===== config.mk =====
export PLATFORM = sky130hd
export DESIGN_NAME = spi_slave_regfile
export DESIGN_NICKNAME = d
export VERILOG_FILES = /design/src/rtl/spi_slave_regfile_pkg.sv /design/src/rtl/spi_slave_addr_ptr.sv /design/src/rtl/spi_slave_regfile.sv
export SDC_FILE = /design/constraint.sdc
export NUM_CORES = 1
export LEC_CHECK = 0
export BUFFER_PORTS_ARGS = -buffer_cell sky130_fd_sc_hd__buf_2
export CAP_MARGIN = 15
export CELL_PAD_IN_SITES_DETAIL_PLACEMENT = 0
export CELL_PAD_IN_SITES_GLOBAL_PLACEMENT = 1
export CORE_MARGIN = 5
export CORE_UTILIZATION = 41
export CTS_CLUSTER_SIZE = 12
export DETAILED_ROUTE_END_ITERATION = 12
export GPL_ROUTABILITY_DRIVEN = 0
export PLACE_DENSITY = 0.91
export SLEW_MARGIN = 20
export SYNTH_ARGS = -nofsm -noshare
export SYNTH_HDL_FRONTEND = slang
export SYNTH_SLANG_ARGS = --single-unit

===== constraint.sdc =====
create_clock -name sclk -period 2.2 [get_ports sclk]
set_input_delay 0.22 -clock sclk [delete_from_list [all_inputs] [get_ports sclk]]
set_output_delay 0.22 -clock sclk [all_outputs]
set_load 0.01 [all_outputs]

===== src/rtl/spi_slave_regfile_pkg.sv =====
// Shared definitions for the SPI slave register file and the SPI command
// decoder: fixed register indices, the status register index and the
// wrap-around pointer increment.
package spi_slave_regfile_pkg;

    // Control register: bit QPI_BIT enables QPI mode.
    localparam int REG_CTRL  = 32'sd0;
    // Dummy-cycle count register.
    localparam int REG_DUMMY = 32'sd1;
    localparam int QPI_BIT   = 32'sd0;

    // The status register is always the last entry of the bank.
    function automatic int status_idx(input int num_regs);
        return num_regs - 32'sd1;
    endfunction

    // Next pointer value. The wrap is a compare against the last index, not
    // a bit overflow, so non-power-of-two banks wrap correctly.
    function automatic int wrap_inc(input int addr, input int num_regs);
        if (addr >= num_regs - 32'sd1) begin
            return 32'sd0;
        end else begin
            return addr + 32'sd1;
        end
    endfunction

endpackage


===== src/rtl/spi_slave_addr_ptr.sv =====
// Auto-incrementing register pointer for burst access.
// Ports:
//   sclk, rstn  : clock, asynchronous active-low reset
//   start       : pulse that loads the pointer from start_addr
//   start_addr  : first register of the burst (out of range loads 0)
//   advance     : a write or read-ack was accepted; step past eff_addr
//   eff_addr    : register addressed this cycle (start_addr while start)
//   cur_addr    : current pointer value
module spi_slave_addr_ptr
    import spi_slave_regfile_pkg::*;
#(
    parameter int NUM_REGS = 8,
    parameter int ADDR_W   = 3
) (
    input  logic              sclk,
    input  logic              rstn,
    input  logic              start,
    input  logic [ADDR_W-1:0] start_addr,
    input  logic              advance,
    output logic [ADDR_W-1:0] eff_addr,
    output logic [ADDR_W-1:0] cur_addr
);

    logic [ADDR_W-1:0] ptr_r;
    logic [ADDR_W-1:0] start_sane_s;
    logic [ADDR_W-1:0] eff_s;
    logic [ADDR_W-1:0] ptr_next_s;

    // Clamp an out-of-range start address to 0 and select the effective address.
    always_comb begin
        start_sane_s = '0;
        if (32'(start_addr) < NUM_REGS) begin
            start_sane_s = start_addr;
        end else begin
            start_sane_s = '0;
        end
        if (start) begin
            eff_s = start_sane_s;
        end else begin
            eff_s = ptr_r;
        end
    end

    // Advance takes priority over a plain load, and steps only once even
    // when a write and a read-ack coincide.
    always_comb begin
        ptr_next_s = ptr_r;
        if (advance) begin
            ptr_next_s = ADDR_W'(wrap_inc(32'(eff_s), NUM_REGS));
        end else if (start) begin
            ptr_next_s = start_sane_s;
        end else begin
            ptr_next_s = ptr_r;
        end
    end

    // Pointer register.
    always_ff @(posedge sclk or negedge rstn) begin
        if (!rstn) begin
            ptr_r <= '0;
        end else begin
            ptr_r <= ptr_next_s;
        end
    end

    assign eff_addr = eff_s;
    assign cur_addr = ptr_r;

endmodule


===== src/rtl/spi_slave_regfile.sv =====
// Configuration/status register file for the SPI slave (sclk domain).
// NUM_REGS registers of REG_SIZE bits with an auto-incrementing pointer for
// burst reads/writes. The last register is a sticky status register: hardware
// events set bits, writing 1 clears them, and a set beats a same-cycle clear.
// Ports:
//   sclk, rstn           : clock, asynchronous active-low reset
//   start, start_addr    : begin a burst at start_addr
//   wr_data, wr_data_valid : write to the addressed register, then advance
//   rd_ack               : read data consumed, advance
//   rd_data              : register at the pointer (combinational)
//   cur_addr             : pointer value
//   hw_status            : event pulses ORed into the status register
//   regs_flat            : all registers, register i at [i*REG_SIZE +: REG_SIZE]
//   en_qpi               : control register bit 0
module spi_slave_regfile
    import spi_slave_regfile_pkg::*;
#(
    parameter int REG_SIZE = 8,
    parameter int NUM_REGS = 8,
    parameter int ADDR_W   = 3
) (
    input  logic                         sclk,
    input  logic                         rstn,
    input  logic                         start,
    input  logic [ADDR_W-1:0]            start_addr,
    input  logic [REG_SIZE-1:0]          wr_data,
    input  logic                         wr_data_valid,
    input  logic                         rd_ack,
    output logic [REG_SIZE-1:0]          rd_data,
    output logic [ADDR_W-1:0]            cur_addr,
    input  logic [REG_SIZE-1:0]          hw_status,
    output logic [NUM_REGS*REG_SIZE-1:0] regs_flat,
    output logic                         en_qpi
);

    localparam int                STATUS_IDX  = status_idx(NUM_REGS);
    localparam logic [ADDR_W-1:0] STATUS_ADDR = ADDR_W'(STATUS_IDX);

    logic [REG_SIZE-1:0] regs_r [NUM_REGS];
    logic [ADDR_W-1:0]   eff_addr_s;
    logic [ADDR_W-1:0]   cur_addr_s;
    logic [REG_SIZE-1:0] clr_s;
    logic [REG_SIZE-1:0] rd_data_s;

    spi_slave_addr_ptr #(
        .NUM_REGS (NUM_REGS),
        .ADDR_W   (ADDR_W)
    ) u_addr_ptr (
        .sclk       (sclk),
        .rstn       (rstn),
        .start      (start),
        .start_addr (start_addr),
        .advance    (wr_data_valid | rd_ack),
        .eff_addr   (eff_addr_s),
        .cur_addr   (cur_addr_s)
    );

    // Write-1-to-clear mask for the status register.
    always_comb begin
        clr_s = '0;
        if (wr_data_valid && (eff_addr_s == STATUS_ADDR)) begin
            clr_s = wr_data;
        end else begin
            clr_s = '0;
        end
    end

    // Register storage: plain overwrite below the status register; status is
    // cleared first and then set, so a coincident event wins.
    always_ff @(posedge sclk or negedge rstn) begin
        if (!rstn) begin
            for (int i = 0; i < NUM_REGS; i++) begin
                regs_r[i] <= '0;
            end
        end else begin
            for (int i = 0; i < NUM_REGS; i++) begin
                if (i == STATUS_IDX) begin
                    regs_r[i] <= (regs_r[i] & ~clr_s) | hw_status;
                end else if (wr_data_valid && (eff_addr_s == ADDR_W'(i))) begin
                    regs_r[i] <= wr_data;
                end else begin
                    regs_r[i] <= regs_r[i];
                end
            end
        end
    end

    // Read mux on the pointer (not on eff_addr); reads have no side effects.
    always_comb begin
        rd_data_s = '0;
        for (int i = 0; i < NUM_REGS; i++) begin
            if (cur_addr_s == ADDR_W'(i)) begin
                rd_data_s = regs_r[i];
            end else begin
                rd_data_s = rd_data_s;
            end
        end
    end

    for (genvar g = 0; g < NUM_REGS; g++) begin : g_flat
        assign regs_flat[g*REG_SIZE +: REG_SIZE] = regs_r[g];
    end

    assign rd_data  = rd_data_s;
    assign cur_addr = cur_addr_s;
    assign en_qpi   = regs_r[REG_CTRL][QPI_BIT];

endmodule


==> impl_metrics.tcl, run 1 <==
set metrics [dict create \
    outcome "finished clean" \
    synth_seq_cells 67 \
    wl_per_cell_um 18.8 \
    clockBufferDepth 2 \
    power_switching_mw 2.10 \
    start_kind "register" \
    comb_power_share_pct 43.4 \
    start_util_pct 42.0 \
    worst_path_largest_cell_delay_ns 0.51 \
    fin_setup_tns_ns 0 \
    crit_path_end_kind "output port" \
    core_area_mm2 0.00769 \
    final_common_cell "buf_2" \
    period_minus_slack_ns 2.12 \
    area_delta_synth_final_pct 27.2 \
    final_cell_mix "buf_2, dfrtp_1, mux2_2" \
    antenna_found_initial 0 \
    worstPathArrival_ns 1.90 \
    cp_max_fo 13 \
    seq_area_frac_synth_pct 52.0 \
    report.final.slew_viol_count 0 \
    dieArea_mm2 0.00974 \
    clockRootBuffer "clkbuf_8" \
    port_buffers 99 \
    place_area_mm2 0.00387 \
    dp_cells 426 \
    grt_usage_pct 17.9 \
    drv_cap 0 \
    hold_path.class "primary input to register" \
    maxSlewHeadroom_pct 58.4 \
    yosysWarnings 0 \
    syn_area_mm2 0.00323 \
    crit_chain "buf_4 > mux4_2 > mux2_2 > buf_2" \
    pwr_density_cell_mw_per_mm2 1420 \
    fmaxAchievable_mhz 471 \
    numCtsBuffers 9 \
    routed_wl_mm 8.34 \
    num_io_pins 100 \
    antennaDiodeCount 0 \
    drt_first_iter_violations 95 \
    clkTransAtPathRegs_ns 0.07 \
    min_from "hw_status[3]" \
    overflow 0 \
    die_h_um 98.7 \
    yosysTopAreaCell "dfrtp_1" \
    drcViolationCount 0 \
    dp_hpwl_mm 5.96 \
    cp_num_buf_inv 2 \
    rows 32 \
    cts_sinks 67 \
    p_clk_share_pct 18.9 \
    fin_area_mm2 0.00410 \
    p_leak_nw 1.90 \
    cts_tree "done" \
    synth_area_leaders "dfrtp_1, mux2_2, mux4_2, a21o_1, ha_1" \
    pre_cts_ws_ns 0.208 \
    setup_violations 0 \
    drtAntennaViolNets 0 \
    via_per_inst 5.23 \
    crit_start "u_addr_ptr.cur_addr[0]$_DFF_PN0_" \
    rsz0062_at_grt "yes" \
    grt_pass1_vias 2445 \
    timing_hold_violations_final 0 \
    drive_above_1_share_pct 58.4 \
    utilization_pct 53.4 \
    critical_path_class "register to output port" \
    fill_cells 694 \
    synth_cell_types 27 \
    clock_latency_ns 0.35 \
    synth_cells 224 \
    grt_pass1_wl_mm 13.4 \
    required_ns 1.98 \
    ctsHtreeMaxLevel 3 \
    tightest_slew_ns 0.624 \
    nets 366 \
    crit_family "multiplexers" \
    cts_setup_buffers 0 \
    fin_crit_sh_pct 96.4 \
    synth.top_cell.area_share_pct 52.0 \
    p_seq_share_pct 37.7 \
    vias 2317 \
    clock_skew_ns 0.00757 \
    drtPass1Iterations 4 \
    r2r-start "u_addr_ptr.cur_addr[1]$_DFF_PN0_" \
    synth.net_count 254 \
    grt_max_degree 30 \
    syn_avg_cell_area_um2 14.4 \
    slowest_stage "mux4_2" \
    p_int_mw 3.74 \
    netSwitchingFraction_pct 36.0 \
    die_w_um 98.7 \
    worst_slack_ns 0.0786 \
    peakVddDrop_mv 0.602 \
    final_cells 443 \
]
-- path summary, 6_finish.rpt --
kind                                             endpoint  slack, ns  cells past startpoint
worst max-delay path                           rd_data[4]       0.08                      4
worst min-delay path              regs_flat[59]$_DFF_PN0_       0.05                      2
worst max register to register  regs_flat[25]$_DFFE_PN0P_       0.24                      7
worst min register to register    regs_flat[61]$_DFF_PN0_       0.51                      1
max in group asynchronous       regs_flat[18]$_DFFE_PN0P_       0.97                      3
min in group asynchronous       regs_flat[36]$_DFFE_PN0P_       0.42                      2
-- layout make-up --
type | instances | area, um^2 | share of cell area, %
well taps | 102 | 128 | 3.11
repair buffers | 108 | 577 | 14.1
clock buffers | 11 | 131 | 3.20
flip-flops and latches | 67 | 1680 | 40.9
multi-input cells | 145 | 1490 | 36.4
inverters | 5 | 21.3 | 0.518
clock inverters | 5 | 77.6 | 1.89
-- routing by layer --
layer,vias to the layer above,wire [um],GRT usage [%]
li1,1046,-,-
met1,1186,3780,24.9
met2,72,3900,27.6
met3,13,523,3.68
met4,0,127,6.62
met5,-,0,0
-- per-stage QoR --
step / hold slack (ns) / total power, mW
after detailed placement: 0.275 / 4.77
after global placement: 0.264 / 4.69
after CTS: 0.0329 / 5.88
final: 0.0462 / 5.84
after global routing: 0.0495 / 6.20
after floorplan: -0.0756 / 3.67
-- synth_stat cells (all sizes together) --
master	instances
a21oi	7
mux4	12
a21o	11
ha	6
a221oi	2
and2	1
inv	5
mux2	64
nand3	3
nor3	1
mux2i	3
nand3b	1
nand2	16
o21ai	3
nor2b	1
dfrtp	67
nor2	10
o22a	2
buf	4
clkbuf	3
nand2b	2
-- power by group through the flow --
stage	Combinational [mW]	Clock (mW)	Sequential, mW
after CTS	2.57	1.12	2.19
after detailed placement	2.56	0	2.21
final	2.53	1.10	2.20
after global placement	2.50	0	2.19
after floorplan	1.28	0	2.39
after global routing	2.75	1.17	2.28
-- kinds of logic (layout without fill, tap and decap cells) --
group,count (synthesis),after routing,share of synthesized area [%]
compound gates,25,25,5.20
fa+ha+maj,6,6,2.33
buf+inv,12,129,1.86
flops,67,67,52.0
mux,79,79,31.8
simple gates,35,35,6.87
-- timing repair --
action,CTS,global route
resized for setup,1,3
pin swaps,0,0
hold buffers,1,0
endpoints found under the setup margin,1,3
hold endpoints to repair,23,0
-- state kept, by name (all words and copies together) (netlist names) --
name                 count
regs_flat               63
u_addr_ptr.cur_addr      3
en_qpi                   1
(Power assumes the default switching activity.)
==> inputs of run 2 (changes only) <==
==> constraint.sdc (replaced) <==
create_clock -name sclk -period 2.2 [get_ports sclk]
set_input_delay 0.22 -clock sclk [delete_from_list [all_inputs] [get_ports sclk]]
set_output_delay 0.22 -clock sclk [all_outputs]
set_load 0.05 [all_outputs]
==> impl_metrics.tcl, run 2 (synthesis gave the netlist of run 1 again) <==
set metrics [dict create \
    outcome "finished clean" \
    dieArea_mm2 0.00974 \
    grt_pass1_wl_mm 13.7 \
    drtAntennaViolNets 0 \
    start_util_pct 42.0 \
    final_cell_mix "buf_2, dfrtp_1, mux2_2" \
    cp_num_buf_inv 2 \
    grt_usage_pct 18.3 \
    overflow 0 \
    setup_violations 0 \
    num_io_pins 100 \
    cts_tree "done" \
    die_h_um 98.7 \
    nets 367 \
    clockRootBuffer "clkbuf_8" \
    report.final.slew_viol_count 0 \
    crit_path_end_kind "output port" \
    worstPathArrival_ns 1.95 \
    worst_path_largest_cell_delay_ns 0.51 \
    routed_wl_mm 8.35 \
    period_minus_slack_ns 2.17 \
    rows 32 \
    utilization_pct 54.2 \
    dp_hpwl_mm 6.13 \
    crit_family "multiplexers" \
    tightest_slew_ns 0.522 \
    die_w_um 98.7 \
    crit_chain "buf_12 > mux4_2 > mux2_2 > buf_2" \
    hold_path.class "primary input to register" \
    ff2ff_path_depth 6 \
    wl_per_cell_um 18.8 \
    clock_latency_ns 0.35 \
    ctsHtreeMaxLevel 3 \
    critical_path_class "register to output port" \
    grt_pass1_vias 2513 \
    drv_cap 0 \
    final_common_cell "buf_2" \
    timing_hold_violations_final 0 \
    path_depth 4 \
    drive_above_1_share_pct 59.9 \
    clkTransAtPathRegs_ns 0.08 \
    antenna_found_initial 0 \
    start_kind "register" \
    vias 2311 \
    fmaxAchievable_mhz 461 \
    grt_max_degree 30 \
    clock_skew_ns 0.00972 \
    hold_depth 2 \
    rsz0062_at_grt "yes" \
    drtPass1Iterations 4 \
    via_per_inst 5.20 \
    core_area_mm2 0.00769 \
    maxSlewHeadroom_pct 65.2 \
    drcViolationCount 0 \
    port_buffers 99 \
    fin_crit_sh_pct 98.6 \
    required_ns 1.98 \
    cts_sinks 67 \
    area_delta_synth_final_pct 29.2 \
    cp_max_fo 15 \
    antennaDiodeCount 0 \
    largest_register_ffs 63 \
    drt_first_iter_violations 67 \
    clockBufferDepth 2 \
    slowest_stage "mux4_2" \
    numCtsBuffers 9 \
]
## run 2: area by class of cell
type	instances	area, um^2
flip-flops and latches	67	1680
fillers	703	3520
well taps	102	128
inverters	5	21.3
clock inverters	6	90.1
repair buffers	109	618
multi-input cells	145	1500
clock buffers	10	128
## run 2: layer usage
metal / track usage (%) / wire length, um
met1: 22.6 / 3610
met2: 30.7 / 4140
met3: 5.38 / 481
met4: 6.20 / 114
met5: 0 / 0
## run 2: path summary, 6_finish.rpt
| check | from | end | slack, ns |
|---|---|---|---|
| setup / recovery | u_addr_ptr.cur_addr[0]$_DFF_PN0_ | rd_data[2] | 0.03 |
| hold / removal | hw_status[6] | regs_flat[62]$_DFF_PN0_ | 0.05 |
| setup reg to reg | u_addr_ptr.cur_addr[0]$_DFF_PN0_ | regs_flat[6]$_DFFE_PN0P_ | 0.19 |
| hold reg to reg | regs_flat[51]$_DFFE_PN0P_ | regs_flat[51]$_DFFE_PN0P_ | 0.51 |
| max in group asynchronous | rstn | regs_flat[39]$_DFFE_PN0P_ | 1.09 |
| min in group asynchronous | rstn | regs_flat[51]$_DFFE_PN0P_ | 0.37 |
## run 2: what timing repair did
action | 4_1_cts | 5_1_grt
hold buffers | 1 | 0
endpoints found under the hold margin | 19 | 0
setup buffers | 0 | 1
resized for setup | 5 | 14
endpoints found under the setup margin | 6 | 8
## run 2: per-stage QoR
step	instance area, um^2	cells	hold slack (ns)	setup slack, ns	setup TNS, ns
3_5_place_dp	3880	426	0.216	0.214	0
2_1_floorplan	3240	224	-0.0756	0.0350	0
5_1_grt	4170	444	0.0345	-0.0218	-0.0359
4_1_cts	4130	443	0.0314	0.00659	0
6_report	4170	444	0.0455	0.0299	0
3_3_place_gp	3880	426	0.203	0.254	0
Power of run 2 is left out: the tool's default activity adds up to more than one toggle a clock period on the data nets, which glitch-free logic cannot reach.
==> inputs of run 3 (changes only) <==
--- a/config.mk
+++ b/config.mk
@@ -10,11 +10,11 @@
 export CELL_PAD_IN_SITES_DETAIL_PLACEMENT = 0
 export CELL_PAD_IN_SITES_GLOBAL_PLACEMENT = 1
 export CORE_MARGIN = 5
-export CORE_UTILIZATION = 41
+export CORE_UTILIZATION = 44
 export CTS_CLUSTER_SIZE = 12
 export DETAILED_ROUTE_END_ITERATION = 12
 export GPL_ROUTABILITY_DRIVEN = 0
-export PLACE_DENSITY = 0.91
+export PLACE_DENSITY = 0.95
 export SLEW_MARGIN = 20
 export SYNTH_ARGS = -nofsm -noshare
 export SYNTH_HDL_FRONTEND = slang
==> constraint.sdc (replaced) <==
create_clock -name sclk -period 2.5 [get_ports sclk]
set_input_delay 0.25 -clock sclk [delete_from_list [all_inputs] [get_ports sclk]]
set_output_delay 0.25 -clock sclk [all_outputs]
set_load 0.05 [all_outputs]
==> impl_metrics.tcl, run 3 (synthesis gave the netlist of run 1 again) <==
set metrics [dict create \
    nets 364 \
    port_buffers 99 \
    dp_hpwl_mm 5.80 \
    fin_crit_sh_pct 91.5 \
    start_util_pct 44.7 \
    core_area_mm2 0.00721 \
    area_delta_synth_final_pct 26.7 \
    grt_usage_pct 19.4 \
    multi_input_area_mm2 0.00149 \
    hold_path.class "primary input to register" \
    clockBufferDepth 2 \
    report.final.slew_viol_count 0 \
    num_io_pins 100 \
    final_cells 438 \
    fill_cells 629 \
    ctsHtreeMaxLevel 3 \
    cp_max_fo 15 \
    timing_hold_violations_final 0 \
    grt_pass1_vias 2485 \
    dp_cells 421 \
    numCtsBuffers 9 \
    holdWs_ns 0.0932 \
    clkTransAtPathRegs_ns 0.07 \
    grt_max_degree 25 \
    regArea_mm2 0.00168 \
    die_h_um 95.6 \
    setup_violations 0 \
    required_ns 2.25 \
    cts_tree "done" \
    cts_resized 0 \
    drv_cap 0 \
    routed_wl_mm 8.08 \
    die_w_um 95.6 \
    rows 31 \
    via_per_inst 5.27 \
    antenna_found_initial 0 \
    fin_setup_tns_ns 0 \
    drtAntennaViolNets 0 \
    outcome "finished clean" \
    clock_skew_ns 0.00793 \
    wl_per_cell_um 18.5 \
    dieArea_mm2 0.00914 \
    tightest_slew_ns 0.543 \
    grt_pass1_wl_mm 13.2 \
    rsz0062_at_grt "no" \
    drcViolationCount 0 \
    start_kind "register" \
    critical_path_class "register to output port" \
    overflow 0 \
    largest_register_ffs 63 \
    drive_above_1_share_pct 58.4 \
    cts_hold_buf 1 \
    final_common_cell "buf_2" \
    antennaDiodeCount 0 \
    crit_path_end_kind "output port" \
    vias 2308 \
    cts_setup_buffers 0 \
    drtPass1Iterations 4 \
    cts_sinks 67 \
    worstPathArrival_ns 2.04 \
    final_cell_mix "buf_2, dfrtp_1, mux2_2" \
    drt_first_iter_violations 151 \
    maxSlewHeadroom_pct 63.8 \
    clockRootBuffer "clkbuf_8" \
    fmaxAchievable_mhz 437 \
    period_minus_slack_ns 2.29 \
    clock_latency_ns 0.33 \
]
run 3: metal layers:
layer | share of wire [%] | track usage [%] | vias up
li1 | - | - | 1040
met1 | 44 | 26.2 | 1181
met2 | 49 | 31.6 | 81
met3 | 6.1 | 3.63 | 6
met4 | 0.63 | 6.04 | 0
met5 | 0 | 0 | -
run 3: critical path: stages (launching register included):
cell and delay, ns:
dfrtp_1 0.40, buf_4 0.27, mux4_2 0.54, mux2_2 0.29, buf_2 0.21
run 3: final timing paths:
kind,startpoint,end,slack [ns],cells after the start
worst max-delay path,u_addr_ptr.cur_addr[0]$_DFF_PN0_,rd_data[4],0.21,4
worst min-delay path,hw_status[3],regs_flat[59]$_DFF_PN0_,0.09,2
worst max register to register,u_addr_ptr.cur_addr[1]$_DFF_PN0_,regs_flat[25]$_DFFE_PN0P_,0.48,6
worst min register to register,regs_flat[63]$_DFF_PN0_,regs_flat[63]$_DFF_PN0_,0.50,1
max in group asynchronous,rstn,regs_flat[34]$_DFFE_PN0P_,1.32,3
min in group asynchronous,rstn,regs_flat[3]$_DFFE_PN0P_,0.44,2
run 3: final cells by class:
type	instances	share of cell area, %
Timing Repair Buffer	106	13.5
Clock inverter	5	1.84
Sequential cell	67	41.0
Clock buffer	11	3.70
Multi-Input combinational cell	145	36.4
Inverter	5	0.520
Tap cell	99	3.03
run 3: per-stage QoR:
| stage | util (%) | worst slack [ns] | cell area [um^2] |
|---|---|---|---|
| 4_1_cts | 56.7 | 0.206 | 4090 |
| 2_1_floorplan | - | 0.161 | 3230 |
| 3_5_place_dp | 53.4 | 0.403 | 3850 |
| 5_1_grt | 56.7 | 0.137 | 4090 |
| 3_3_place_gp | 53.4 | 0.490 | 3850 |
| 6_report | 56.7 | 0.211 | 4090 |
Power of run 3 is left out for the same reason.
